--- config.mk ---
export PLATFORM = sky130hd
export DESIGN_NAME = gcd_engine_param
export DESIGN_NICKNAME = d
export VERILOG_FILES = /design/src/rtl/gcd_engine_param.sv
export SDC_FILE = /design/constraint.sdc
export NUM_CORES = 1
export LEC_CHECK = 0
export ABC_AREA = 1
export BUFFER_PORTS_ARGS = -buffer_cell sky130_fd_sc_hd__buf_4
export CORE_MARGIN = 1
export CORE_UTILIZATION = 40
export DETAILED_ROUTE_END_ITERATION = 7
export GPL_TIMING_DRIVEN = 0
export SLEW_MARGIN = 30
export SYNTH_ARGS = -nofsm -noshare
export SYNTH_HDL_FRONTEND = slang
export SYNTH_SLANG_ARGS = --single-unit
--- constraint.sdc ---
create_clock -name clk -period 2.9 [get_ports clk]
set_input_delay 0.145 -clock clk [delete_from_list [all_inputs] [get_ports clk]]
set_output_delay 0.145 -clock clk [all_outputs]
set_load 0.01 [all_outputs]
--- src/rtl/gcd_engine_param.sv ---
// Parametrised GCD engine: one-cycle operand load, run-time choice of subtractive
// Euclid or binary Stein, result held on a valid/ready output until accepted.
module gcd_engine_param #(
   parameter int WIDTH  = 16,
   parameter int ITER_W = 17
) (
   input  logic              clk,
   input  logic              rst_n,
   input  logic              in_valid,
   output logic              in_ready,
   input  logic [WIDTH-1:0]  a_in,
   input  logic [WIDTH-1:0]  b_in,
   input  logic              mode,
   output logic              out_valid,
   input  logic              out_ready,
   output logic [WIDTH-1:0]  gcd_out,
   output logic [ITER_W-1:0] iter_out,
   output logic              zero_flag
);

   localparam int K_W = $clog2(WIDTH);

   typedef enum logic [1:0] {
      S_IDLE,
      S_CALC,
      S_DONE
   } state_t;

   state_t             state_q, state_d;
   logic [WIDTH-1:0]   a_q, a_d;
   logic [WIDTH-1:0]   b_q, b_d;
   logic [K_W-1:0]     k_q, k_d;
   logic [ITER_W-1:0]  iter_q, iter_d;
   logic               mode_q, mode_d;
   logic [WIDTH-1:0]   gcd_q, gcd_d;
   logic [ITER_W-1:0]  iter_out_q, iter_out_d;
   logic               zero_q, zero_d;

   logic [ITER_W-1:0]  iter_inc;
   logic [WIDTH-1:0]   diff_ab;
   logic [WIDTH-1:0]   diff_ba;

   // Saturating counter so very long subtractive runs never wrap to a small count.
   assign iter_inc = (&iter_q) ? iter_q : iter_q + ITER_W'(1);
   assign diff_ab  = a_q - b_q;
   assign diff_ba  = b_q - a_q;

   always_comb begin
      state_d    = state_q;
      a_d        = a_q;
      b_d        = b_q;
      k_d        = k_q;
      iter_d     = iter_q;
      mode_d     = mode_q;
      gcd_d      = gcd_q;
      iter_out_d = iter_out_q;
      zero_d     = zero_q;

      case (state_q)
         S_IDLE: begin
            if (in_valid) begin
               a_d    = a_in;
               b_d    = b_in;
               mode_d = mode;
               k_d    = '0;
               iter_d = '0;
               if ((a_in == '0) || (b_in == '0)) begin
                  gcd_d      = a_in | b_in;
                  zero_d     = 1'b1;
                  iter_out_d = '0;
                  state_d    = S_DONE;
               end else begin
                  zero_d  = 1'b0;
                  state_d = S_CALC;
               end
            end
         end

         S_CALC: begin
            iter_d = iter_inc;
            if (a_q == b_q) begin
               gcd_d      = mode_q ? (a_q << k_q) : a_q;
               iter_out_d = iter_inc;
               state_d    = S_DONE;
            end else if (!mode_q) begin
               if (a_q > b_q) a_d = diff_ab;
               else           b_d = diff_ba;
            end else if (!a_q[0] && !b_q[0]) begin
               a_d = a_q >> 1;
               b_d = b_q >> 1;
               k_d = k_q + K_W'(1);
            end else if (!a_q[0]) begin
               a_d = a_q >> 1;
            end else if (!b_q[0]) begin
               b_d = b_q >> 1;
            end else if (a_q > b_q) begin
               // Both odd here, so the difference is even and the halving is exact.
               a_d = diff_ab >> 1;
            end else begin
               b_d = diff_ba >> 1;
            end
         end

         S_DONE: begin
            if (out_ready) state_d = S_IDLE;
         end

         default: state_d = S_IDLE;
      endcase
   end

   always_ff @(posedge clk) begin
      if (!rst_n) begin
         state_q    <= S_IDLE;
         a_q        <= '0;
         b_q        <= '0;
         k_q        <= '0;
         iter_q     <= '0;
         mode_q     <= 1'b0;
         gcd_q      <= '0;
         iter_out_q <= '0;
         zero_q     <= 1'b0;
      end else begin
         state_q    <= state_d;
         a_q        <= a_d;
         b_q        <= b_d;
         k_q        <= k_d;
         iter_q     <= iter_d;
         mode_q     <= mode_d;
         gcd_q      <= gcd_d;
         iter_out_q <= iter_out_d;
         zero_q     <= zero_d;
      end
   end

   assign in_ready  = (state_q == S_IDLE);
   assign out_valid = (state_q == S_DONE);
   assign gcd_out   = gcd_q;
   assign iter_out  = iter_out_q;
   assign zero_flag = zero_q;

endmodule

==> impl_metrics.tcl <==
set metrics [dict create \
    initial_utilization_pct 41.1 \
    areaGrowthSynthToFinish_pct 16.4 \
    fmax_mhz 366 \
    drv_cap 0 \
    syn-mean-instance-area_um2 5.89 \
    portBuffers 72 \
    fillers 1996 \
    die_w_um 139 \
    multiInputGateArea_um2 4940 \
    dp_slack_ps -101 \
    io_pins 73 \
    worstPathArrival_ps 3030 \
    startpoint_type "register" \
    final_common_cell "nand2_1" \
    wl_um 29700 \
    htree_levels 3 \
    drtAntennaViolNets 0 \
    drc_errors 0 \
    netlist_area_um2 7460 \
    die_height_um 139 \
    power.leakage_nw 4.04 \
    yosysWarnings 0 \
    maxSlewViolCount 0 \
    crit_path_end_kind "register" \
    path_common_cell "nand2_1" \
    clock-sinks 90 \
    setup_viol 0 \
    num_vias 8633 \
    fin_hold_ws_ps 35.8 \
    grt_overflow 0 \
    synth_seq_cells 90 \
    clk_pin_slew_ps 80 \
    crit_type "register to register" \
    instances_no_fill 1587 \
    setup_ws_ps 166 \
    cp_data_required_time_ps 3200 \
    core_area_um2 18100 \
    synth_cell_types 43 \
    grt_util_all_layers_pct 30.9 \
    wl_per_cell_um 18.7 \
    cts_made_buffers 9 \
    dr.pass1.iters 6 \
    gp_congestion 0.981 \
    hold_violations 0 \
    vias_per_cell 5.44 \
    first_global_vias 7992 \
    grt_max_degree 19 \
    synth_edf_count 0 \
    fp.dieArea_um2 19200 \
    clockBufferDepth 2 \
    synthFlopType "dfxtp_1" \
    min_path_type "input pin to register" \
    cp_max_fo 5 \
    diodes 0 \
    max_stage_delay_ps 470 \
    slew_headroom_pct 45.5 \
    synth-seq-area-share_pct 24.2 \
    antenna_found_initial 0 \
    dp.cells 1568 \
    layout_common_cells "nand2_1 (342), nor2_1 (163), o21ai_0 (129), inv_1 (127), a21oi_1 (125)" \
    cts_tree "yes" \
    layout-drive-gt1-share_pct 13.0 \
    worstPathCellList "inv_1, ha_1, fa_1, o21ai_0, nand3_1, nand3_1, nand2_1, nand2_1, nand2_1, a21oi_1, nor2_1, nor2_1" \
    p_per_area_nw_per_um2 759 \
    min_period_ps 2730 \
    async_flop_share_pct 0 \
    syn_inst 1267 \
    fin_crit_sh_pct 94.3 \
    status "completed" \
    finalPower_mw 6.59 \
    seq_area_um2 1820 \
    grt_pass1_wl_um 45100 \
    dp_hpwl_um 23800 \
    final_net_count 1427 \
    drtIter0Drc 776 \
    cts_root_buf "clkbuf_16" \
    final_util_pct 47.8 \
    syn_nets 1341 \
    tightestPinTransition_ps 817 \
    ir_drop_v 0.000245 \
    finClkSkew_ps 9.34 \
    cpMaxStageDelayCell "o21ai_0" \
    rows 49 \
    clkLatencyLatePin_ps 360 \
]
==> worst max-delay path: cells and delay by family (launching register included) <==
family | cells | cell delay [ps]
AND/OR/NAND/NOR | 7 | 670
buffers and inverters | 1 | 190
flip-flops | 1 | 450
AO/OA/AOI/OAI | 2 | 590
adder cells (fa/ha/maj) | 2 | 760
==> path summary, 6_finish.rpt <==
kind,cells after the start,from,slack [ps],endpoint
max,12,b_q[0]$_SDFFE_PN0P_,170,b_q[11]$_SDFFE_PN0P_
min reg2reg,2,gcd_out[2]$_SDFFE_PN0P_,470,gcd_out[2]$_SDFFE_PN0P_
min,4,out_ready,40,state_q[1]$_SDFFE_PN0P_
max reg2reg,12,b_q[0]$_SDFFE_PN0P_,170,b_q[11]$_SDFFE_PN0P_
==> power by group <==
part | switching, mW | total, mW | internal (mW)
registers | 0.187 | 1.58 | 1.40
clock network | 0.594 | 1.20 | 0.605
logic | 2.61 | 3.81 | 1.20
==> flip-flops by register name (all words and copies together), names as in the netlist <==
name	count
a_q	16
b_q	16
gcd_out	16
iter_out	17
iter_q	17
k_q	4
mode_q	1
state_q	2
zero_flag	1
==> synth_stat cells, types with 2 or more instances <==
cell,n,area [µm²]
nand2_1,343,1290
dfxtp_1,90,1800
nor2_2,6,37.5
ha_1,35,438
nor4_1,3,18.8
nand2_4,3,33.8
nor3b_1,2,15.0
a21oi_2,2,17.5
nand4_1,10,62.6
nand2_2,10,62.6
o21ai_1,10,50.1
nor2_4,4,45.0
nor3_1,13,65.1
o22ai_1,4,25.0
o211ai_1,10,75.1
inv_2,5,18.8
fa_1,2,40.0
buf_2,13,65.1
nand3_1,57,285
a21o_1,3,22.5
o31ai_1,2,15.0
o21ai_0,130,651
a21oi_1,126,631
o21a_1,2,15.0
a211oi_1,3,22.5
nor2_1,164,616
xor2_1,17,149
clkbuf_1,33,124
xnor2_1,5,43.8
o21bai_1,2,15.0
or2_2,6,37.5
nor3_2,2,20.0
buf_1,3,11.3
o2111ai_1,4,35.0
buf_6,4,45.0
inv_1,131,492
mux2i_1,2,20.0
==> stage by stage <==
step / cell area, µm² / setup TNS, ps
detailed placement: 8280 / -1860
finish: 8680 / 0
floorplan: 7460 / 0
CTS: 8590 / 0
global route: 8680 / -19.7
global placement: 8280 / -1240
==> timing repair <==
action | in CTS | in global routing
buffers inserted | 0 | 3
gates cloned | 0 | 0
pin swaps | 0 | 1
hold buffers | 0 | 0
resized for setup | 5 | 34
setup endpoints to repair | 43 | 65
==> cell families after synthesis <==
logic type	after synthesis	share of synthesized area (%)
flops	90	24.2
simple gates	625	34.9
compound gates	300	21.3
mux	2	0.268
buf+inv	191	10.3
xor+xnor	22	2.58
fa+ha+maj	37	6.41
==> per-layer routing <==
metal | global-route usage (%) | up-vias | routed length, µm
met3 | 3.31 | 58 | 2140
met4 | 11.8 | 0 | 958
met2 | 49.7 | 380 | 13200
met5 | 0 | - | 0
li1 | - | 4266 | -
met1 | 42.4 | 3929 | 13400
==> cell type report <==
type | instances | area share [%]
plain buffers | 54 | 2.98
clock buffers | 9 | 2.59
clock inverters | 7 | 0.793
inverters | 137 | 5.98
multi-input cells | 986 | 56.9
flip-flops and latches | 90 | 20.9
well taps | 229 | 3.30
repair buffers | 75 | 6.49
Note: power is estimated with default switching activity, not from simulation.
